File: config.mk
export PLATFORM = sky130hd
export DESIGN_NAME = fnd_scan_controller
export DESIGN_NICKNAME = d
export VERILOG_FILES = /design/src/rtl/fnd_pkg.sv /design/src/rtl/fnd_scan_controller_bin_to_bcd.sv /design/src/rtl/fnd_scan_controller.sv
export SDC_FILE = /design/constraint.sdc
export NUM_CORES = 1
export LEC_CHECK = 0
export BUFFER_PORTS_ARGS = -buffer_cell sky130_fd_sc_hd__buf_4
export CORE_UTILIZATION = 45
export DETAILED_ROUTE_END_ITERATION = 7
export GPL_ROUTABILITY_DRIVEN = 1
export HOLD_SLACK_MARGIN = 0.03
export PLACE_DENSITY_LB_ADDON = 0.15
export SLEW_MARGIN = 20
export SYNTH_ARGS = -nofsm -noshare
export SYNTH_HDL_FRONTEND = slang
export SYNTH_HIERARCHICAL = 1
export SYNTH_SLANG_ARGS = --single-unit
File: constraint.sdc
create_clock -name i_clk -period 3.1 [get_ports i_clk]
set_input_delay 0.31 -clock i_clk [delete_from_list [all_inputs] [get_ports i_clk]]
set_output_delay 0.31 -clock i_clk [all_outputs]
set_load 0.005 [all_outputs]
File: src/rtl/fnd_pkg.sv
// Shared definitions for the 4-digit FND scan controller.
// Holds the display constants, the scan FSM state type, the digit-index type
// and the active-low digit-select helper.
package fnd_pkg;

    localparam logic [3:0]  DIGIT_OFF   = 4'b1111;   // all digit anodes off
    localparam logic [3:0]  BCD_BLANK   = 4'hF;      // code the decoder renders dark
    localparam logic [13:0] MAX_DISPLAY = 14'd9999;  // largest value that fits four digits

    typedef enum logic {
        GAP = 1'b0,
        ON  = 1'b1
    } scan_state_t;

    typedef logic [1:0] digit_idx_t;

    // Active-low one-hot select for a digit index (0 -> 4'b1110, 3 -> 4'b0111).
    function automatic logic [3:0] digit_sel(input digit_idx_t idx);
        return ~(4'b0001 << idx);
    endfunction

endpackage

File: src/rtl/fnd_scan_controller_bin_to_bcd.sv
// bin_to_bcd_seq: 14-bit sequential double-dabble binary-to-BCD converter.
// One input bit is consumed per clock, MSB first, over 14 busy cycles.
// Ports:
//   i_clk, i_reset   clock, asynchronous active-high reset (aborts a conversion)
//   i_start, i_bin   start request and the binary value captured with it
//   o_busy           registered, high for the 14 iteration cycles
//   o_done           high during the final iteration cycle
//   o_bcd_next       accumulator value after the current iteration; holds the
//                    finished 4-nibble result while o_done is high
module bin_to_bcd_seq (
    input  logic        i_clk,
    input  logic        i_reset,
    input  logic        i_start,
    input  logic [13:0] i_bin,
    output logic        o_busy,
    output logic        o_done,
    output logic [15:0] o_bcd_next
);

    localparam logic [3:0] LAST_ITER = 4'd13;

    logic [13:0] r_shift;
    logic [15:0] r_acc;
    logic [3:0]  r_cnt;
    logic [15:0] w_adj;

    // Pre-shift correction: a nibble of 5 or more would reach 10+ when doubled.
    function automatic logic [3:0] f_add3(input logic [3:0] nib);
        return (nib >= 4'd5) ? nib + 4'd3 : nib;
    endfunction

    always_comb begin
        w_adj      = {f_add3(r_acc[15:12]), f_add3(r_acc[11:8]),
                      f_add3(r_acc[7:4]),   f_add3(r_acc[3:0])};
        o_bcd_next = {w_adj[14:0], r_shift[13]};
        o_done     = o_busy && (r_cnt == LAST_ITER);
    end

    // Control: iteration counter and busy flag
    always_ff @(posedge i_clk or posedge i_reset) begin
        if (i_reset) begin
            o_busy <= 1'b0;
            r_cnt  <= 4'd0;
        end else if (!o_busy) begin
            if (i_start) begin
                o_busy <= 1'b1;
                r_cnt  <= 4'd0;
            end
        end else begin
            r_cnt <= r_cnt + 4'd1;
            if (r_cnt == LAST_ITER) begin
                o_busy <= 1'b0;
            end
        end
    end

    // Datapath: input shifter and BCD accumulator
    always_ff @(posedge i_clk) begin
        if (!o_busy) begin
            if (i_start) begin
                r_shift <= i_bin;
                r_acc   <= 16'd0;
            end
        end else begin
            r_shift <= {r_shift[12:0], 1'b0};
            r_acc   <= o_bcd_next;
        end
    end

endmodule

File: src/rtl/fnd_scan_controller.sv
// fnd_scan_controller: drives one BCD-to-7-segment decoder across a 4-digit
// common-anode FND. Accepts a 14-bit value over a load handshake, converts it
// to BCD in the background and time-multiplexes the digits with a blank gap
// at the start of every slot and leading-zero suppression.
// Ports:
//   i_clk, i_reset   clock, asynchronous active-high reset
//   i_value, i_load  value to display and its load request (ignored while busy)
//   o_busy           conversion in progress
//   o_ovf            last accepted value exceeded 9999 (display goes dark)
//   o_digit          active-low digit select, bit 0 = ones digit
//   o_bcd            BCD code of the selected digit, to the decoder value input
//   o_blank          1 blanks the decoder
module fnd_scan_controller #(
    parameter int TICK_DIV   = 100000,
    parameter int GAP_CYCLES = 1000
) (
    input  logic        i_clk,
    input  logic        i_reset,
    input  logic [13:0] i_value,
    input  logic        i_load,
    output logic        o_busy,
    output logic        o_ovf,
    output logic [3:0]  o_digit,
    output logic [3:0]  o_bcd,
    output logic        o_blank
);
    import fnd_pkg::*;

    localparam int            PW        = (TICK_DIV > 2) ? $clog2(TICK_DIV) : 1;
    localparam logic [PW-1:0] TICK_LAST = PW'(TICK_DIV - 1);
    localparam logic [PW-1:0] GAP_END   = PW'(GAP_CYCLES);

    logic          w_accept;
    logic          w_done;
    logic [15:0]   w_bcd_next;
    logic          r_ovf_pend;
    logic [15:0]   r_digits;
    logic [3:0]    w_supp;

    scan_state_t   r_state;
    logic [PW-1:0] r_presc;
    digit_idx_t    r_idx;
    logic          w_wrap;
    logic [PW-1:0] w_presc_nxt;
    digit_idx_t    w_idx_nxt;

    // Leading-zero blanking for digits 3..1; the ones digit always shows.
    // Overflow digits are already BCD_BLANK, so suppression stays off there.
    function automatic logic [3:0] f_suppress(input logic [15:0] d, input logic ovf);
        logic s3, s2, s1;
        s3 = (d[15:12] == 4'd0);
        s2 = s3 && (d[11:8] == 4'd0);
        s1 = s2 && (d[7:4] == 4'd0);
        return ovf ? 4'b0000 : {s3, s2, s1, 1'b0};
    endfunction

    // Packs {o_digit, o_bcd, o_blank} for one slot position.
    function automatic logic [8:0] f_slot_out(input logic on, input digit_idx_t idx,
                                              input logic [15:0] d, input logic [3:0] supp);
        logic [3:0] bcd;
        bcd = d[{idx, 2'b00} +: 4];
        return on ? {digit_sel(idx), bcd, supp[idx]} : {DIGIT_OFF, bcd, 1'b1};
    endfunction

    assign w_accept = i_load && !o_busy;

    bin_to_bcd_seq u_bcd (
        .i_clk      (i_clk),
        .i_reset    (i_reset),
        .i_start    (w_accept),
        .i_bin      (i_value),
        .o_busy     (o_busy),
        .o_done     (w_done),
        .o_bcd_next (w_bcd_next)
    );

    // Load capture and digit register; digits and o_ovf change together on
    // the final conversion iteration.
    always_ff @(posedge i_clk or posedge i_reset) begin
        if (i_reset) begin
            r_ovf_pend <= 1'b0;
            r_digits   <= 16'd0;
            o_ovf      <= 1'b0;
        end else begin
            if (w_accept) begin
                r_ovf_pend <= (i_value > MAX_DISPLAY);
            end
            if (w_done) begin
                o_ovf    <= r_ovf_pend;
                r_digits <= r_ovf_pend ? {4{BCD_BLANK}} : w_bcd_next;
            end
        end
    end

    assign w_supp = f_suppress(r_digits, o_ovf);

    always_comb begin
        w_wrap      = (r_presc == TICK_LAST);
        w_presc_nxt = w_wrap ? '0 : r_presc + 1'b1;
        w_idx_nxt   = w_wrap ? r_idx + 2'd1 : r_idx;
    end

    // Scan FSM: outputs are registered from the next prescaler/index so they
    // line up with the slot position they describe.
    always_ff @(posedge i_clk or posedge i_reset) begin
        if (i_reset) begin
            r_state <= GAP;
            r_presc <= '0;
            r_idx   <= '0;
            o_digit <= DIGIT_OFF;
            o_bcd   <= 4'h0;
            o_blank <= 1'b1;
        end else begin
            r_presc <= w_presc_nxt;
            r_idx   <= w_idx_nxt;
            case (r_state)
                GAP: begin
                    if (w_presc_nxt >= GAP_END) begin
                        r_state <= ON;
                        {o_digit, o_bcd, o_blank} <= f_slot_out(1'b1, w_idx_nxt, r_digits, w_supp);
                    end else begin
                        {o_digit, o_bcd, o_blank} <= f_slot_out(1'b0, w_idx_nxt, r_digits, w_supp);
                    end
                end
                ON: begin
                    // With no gap configured the FSM stays in ON across slots.
                    if (w_wrap && (GAP_END != '0)) begin
                        r_state <= GAP;
                        {o_digit, o_bcd, o_blank} <= f_slot_out(1'b0, w_idx_nxt, r_digits, w_supp);
                    end else begin
                        {o_digit, o_bcd, o_blank} <= f_slot_out(1'b1, w_idx_nxt, r_digits, w_supp);
                    end
                end
                default: r_state <= GAP;
            endcase
        end
    end

endmodule

==> out/qor.csv <==
stage,metric,value,unit
logic_synthesis,"Distinct cells, synth",66,
die,horizontal die dimension,100,um
timing,Worst Skew,0.0149,ns
pwr,Clock Power Share,19.1,%
global_route,via count of the first global-routing pass,3104,
pwr,P per Cell Area,852,mW/mm2
timing,unrepaired setup endpoints after global routing,false,
detailed_routing,post-detailed-routing wire length,8.99,mm
pwr,net switching power figure,1.45,mW
placement,number of I/O port buffers,27,
setup_path,type of origin of the critical path,flop,
die,vertical extent of the die,100,um
placement,HPWL after detailed placement,6.46,mm
logic_synthesis,post-synthesis async set-or-reset flop share,63.4,%
pwr,internal power contribution,2.68,mW
clock_network,TritonCTS clock tree,built,
timing,shortest period the worst path allows,2.58,ns
timing,max-slew violation total from the final report,0,
detailed_routing,iteration-0 DRC count of the detailed router,150,
cells_and_area,count of non-filler cells in the finished layout,548,
timing,endpoints failing setup,0,
global_route,Global Route Usage Sum,19.2,%
setup_path,CP Max Fanout,10,
setup_path,critical-path cell list,"ha_1, nand3_1, nor4_4, and2_1, o22ai_4, a221o_1",
placement,post-placement cell count,531,
clock_network,worst-case clock buffer depth,2,
cells_and_area,utilization after layout,52.0,%
logic_synthesis,portion of the post-synthesis area used by sequential elements,50.5,%
job,count of maximum capacitance violations,0,
timing,ratio of final minimum period to clock period,83.1,%
clock_network,CTS-repair resized insts,0,
die,initial standard-cell utilization of the core,46.7,%
cells_and_area,number of diodes,0,
setup_path,longest individual stage delay on the worst path,0.49,ns
setup_path,endpoint arrival time on the critical path,2.81,ns
global_route,"Remaining Overflow, GRT",0,
timing,sum of negative setup slack,0,ns
clock_network,count of H-tree levels built during CTS,3,
clock_network,clock slew at the register clock pins of the worst setup and hold paths,0.10,ns
detailed_routing,total number of vias,3119,
clock_network,Root Driver,clkbuf_8,
logic_synthesis,synthesis-stage register bit count,82,
setup_path,FF-to-FF setup slack,0.52,ns
outcome,result of the run,completed,
pwr,proportion of total power due to net switching,35.1,%
detailed_routing,DRC viols,0,
cells_and_area,count of nets after finishing,442,
cells_and_area,layout filler cell count,845,
logic_synthesis,Synth Net Count,422,
detailed_routing,average wire per standard cell,16.4,um
timing,total count of hold-check failures in the final report,0,
die,floorplan core area,0.00933,mm2
logic_synthesis,cell area after synthesis,0.00435,mm2
die,Total Die Area,0.0101,mm2
logic_synthesis,number of warning messages in the yosys log,6,
global_route,pin count of the biggest net entering global routing,48,
die,number of top-level design ports,28,
global_route,initial antenna violation count,0,
logic_synthesis,dominant synthesized flop cell,dfrtp_1,
setup_path,Crit. End Element,flop,
pwr,power after layout,4.13,mW
placement,Routability Congestion,0.885,
pwr,Pleak,2.01,nW
cells_and_area,relative area change from synthesis to final layout,11.3,%
timing,worst slew margin relative to its limit,35.5,%
logic_synthesis,post-synthesis area per instance,11.1,um2
timing,transition at the pin with the smallest max-transition slack,0.966,ns
cells_and_area,share of layout cells above drive strength 1,19.3,%
pwr,Logic pwr share,34.0,%
clock_network,Clock Latency Late Sink,0.36,ns
die,Placement Rows,35,
timing,worst-case hold slack,0.187,ns
setup_path,critical path required time,3.33,ns
timing,Peak Freq,0.388,GHz
pwr,sequential share of power,46.9,%
setup_path,CP max stage cell,nor4_4,
logic_synthesis,number of enable-type register cells in the synthesized netlist,29,
detailed_routing,first-pass iteration count of the detailed router,4,
clock_network,number of clock sinks,82,
detailed_routing,routed via count divided by cell count,5.69,
setup_path,critical path type,reg -> reg,
global_route,wire length of the first global-routing pass,15.0,mm
clock_network,CTS buffer count,9,
detailed_routing,post-route ant nets,0,
worst_hold_path,worst hold path class,in -> reg,
pwr,VDD IR-drop max,0.000531,V
logic_synthesis,number of instances in the synthesized netlist,394,
cell usage in the layout (no fill, tap or decap), types with 5 or more instances in the layout:
cell type	Yosys	routed
a211oi_1	9	9
a21o_1	5	5
a21oi_1	9	9
a22o_1	14	14
and2_1	8	8
and3_1	5	5
buf_4	3	30
clkbuf_8	0	10
dfrtp_1	47	47
dfstp_2	5	5
edfxtp_1	29	29
ha_1	11	11
inv_1	16	15
mux2i_1	5	5
nand2_1	30	30
nand2b_1	12	12
nand3_1	13	13
nand4_1	5	5
nor2_1	17	17
nor2b_1	5	5
nor4_1	9	9
o211ai_1	5	5
o21ai_0	7	7
o21ai_1	7	7
o22a_1	16	16
xnor2_1	9	9
xor2_1	7	7
cells in the mapped netlist (3+ instances only):
master,count,area (um2)
nor2b_1,5,31.3
dfrtp_1,47,1180
a31oi_1,3,18.8
a21oi_1,9,45.0
inv_1,16,60.1
ha_1,11,138
a211oi_1,9,67.6
xor2_1,7,61.3
nand3_1,13,65.1
and4_1,4,35.0
nor4_1,9,56.3
clkbuf_1,10,37.5
a21oi_2,4,35.0
and2b_1,4,30.0
nand2b_1,12,75.1
o21ai_1,7,35.0
o211ai_1,5,37.5
o22a_1,16,140
a22oi_1,3,22.5
nand4_1,5,31.3
mux2i_1,5,50.1
mux2_2,4,45.0
or3_4,3,33.8
nand2_1,30,113
o21ai_2,3,26.3
a2111oi_2,3,45.0
dfstp_2,5,131
buf_2,7,35.0
a221o_1,3,30.0
buf_4,3,22.5
o21ai_0,7,35.0
nor2_1,17,63.8
nor3_1,3,15.0
and3_4,3,33.8
and2_1,8,50.1
and3_1,5,31.3
edfxtp_1,29,871
xnor2_1,9,78.8
a22o_1,14,123
a21o_1,5,37.5
final cells by class:
type	instances	area, um2	share of cell area (%)
multi-input cells	272	1980	40.8
flip-flops and latches	82	2200	45.4
clock buffers	11	163	3.36
clock inverters	5	43.8	0.903
repair buffers	31	235	4.85
inverters	18	67.6	1.39
well taps	129	161	3.33
path summary, 6_finish.rpt:
check / to / start / cells after the start
setup / recovery: o_bcd[3]$_DFF_PP0_ / r_presc[0]$_DFF_PP0_ / 6
hold / removal: u_bcd/r_shift[0]$_SDFFE_PP0P_ / i_value[0] / 3
setup reg to reg: o_bcd[3]$_DFF_PP0_ / r_presc[0]$_DFF_PP0_ / 6
hold reg to reg: u_bcd/r_cnt[3]$_DFFE_PP0P_ / u_bcd/r_cnt[3]$_DFFE_PP0P_ / 1
max in group asynchronous: r_presc[9]$_DFF_PP0_ / i_reset / 3
min in group asynchronous: u_bcd/r_cnt[1]$_DFFE_PP0P_ / i_reset / 3
timing repair:
item | 4_1_cts | 5_1_grt
endpoints found under the hold margin | 5 | 0
setup buffers | 0 | 0
hold buffers | 1 | 0
state kept, by name (all words and copies together) (netlist names), 2 cells and up:
register and count:
u_bcd/r_shift 14, r_presc 17, u_bcd/r_cnt 4, o_digit 4
o_bcd 4, u_bcd/r_acc 16, r_digits 16, r_idx 2
logic make-up after synthesis:
kind of cell	share of synthesized area [%]
AND/OR/NAND/NOR	17.5
AO/OA/AOI/OAI	18.8
flip-flops	50.5
buffers and inverters	4.08
XOR/XNOR	3.22
adder cells (fa/ha/maj)	3.16
multiplexers	2.70
power by group through the flow:
stage	sequential, mW	combinational [mW]	clock [mW]
6_report	1.94	1.41	0.790
3_3_place_gp	1.95	1.38	0
3_5_place_dp	1.96	1.41	0
4_1_cts	1.94	1.42	0.807
5_1_grt	2.00	1.59	0.847
2_1_floorplan	1.85	1.13	0
critical path: cells and delay by family, from the launching register on:
kind,cells,cell delay [ns]
adders and majority gates,1,0.29
DFF,1,0.43
AOI/OAI and AO/OA,2,0.51
and+or+nand+nor,3,1.22
metal layers:
metal / wire [um] / global-route usage [%]
met4: 138 / 7.58
met2: 4300 / 30.8
met5: 0 / 0
met3: 246 / 2.99
met1: 4300 / 26.2
per-stage QoR:
step	instance area (um2)	setup WS [ns]
floorplan	4350	0.963
global placement	4630	0.688
detailed placement	4630	0.552
CTS	4850	0.515
global route	4850	0.281
finish	4850	0.524
No activity file was read; power rests on OpenSTA's default activity.
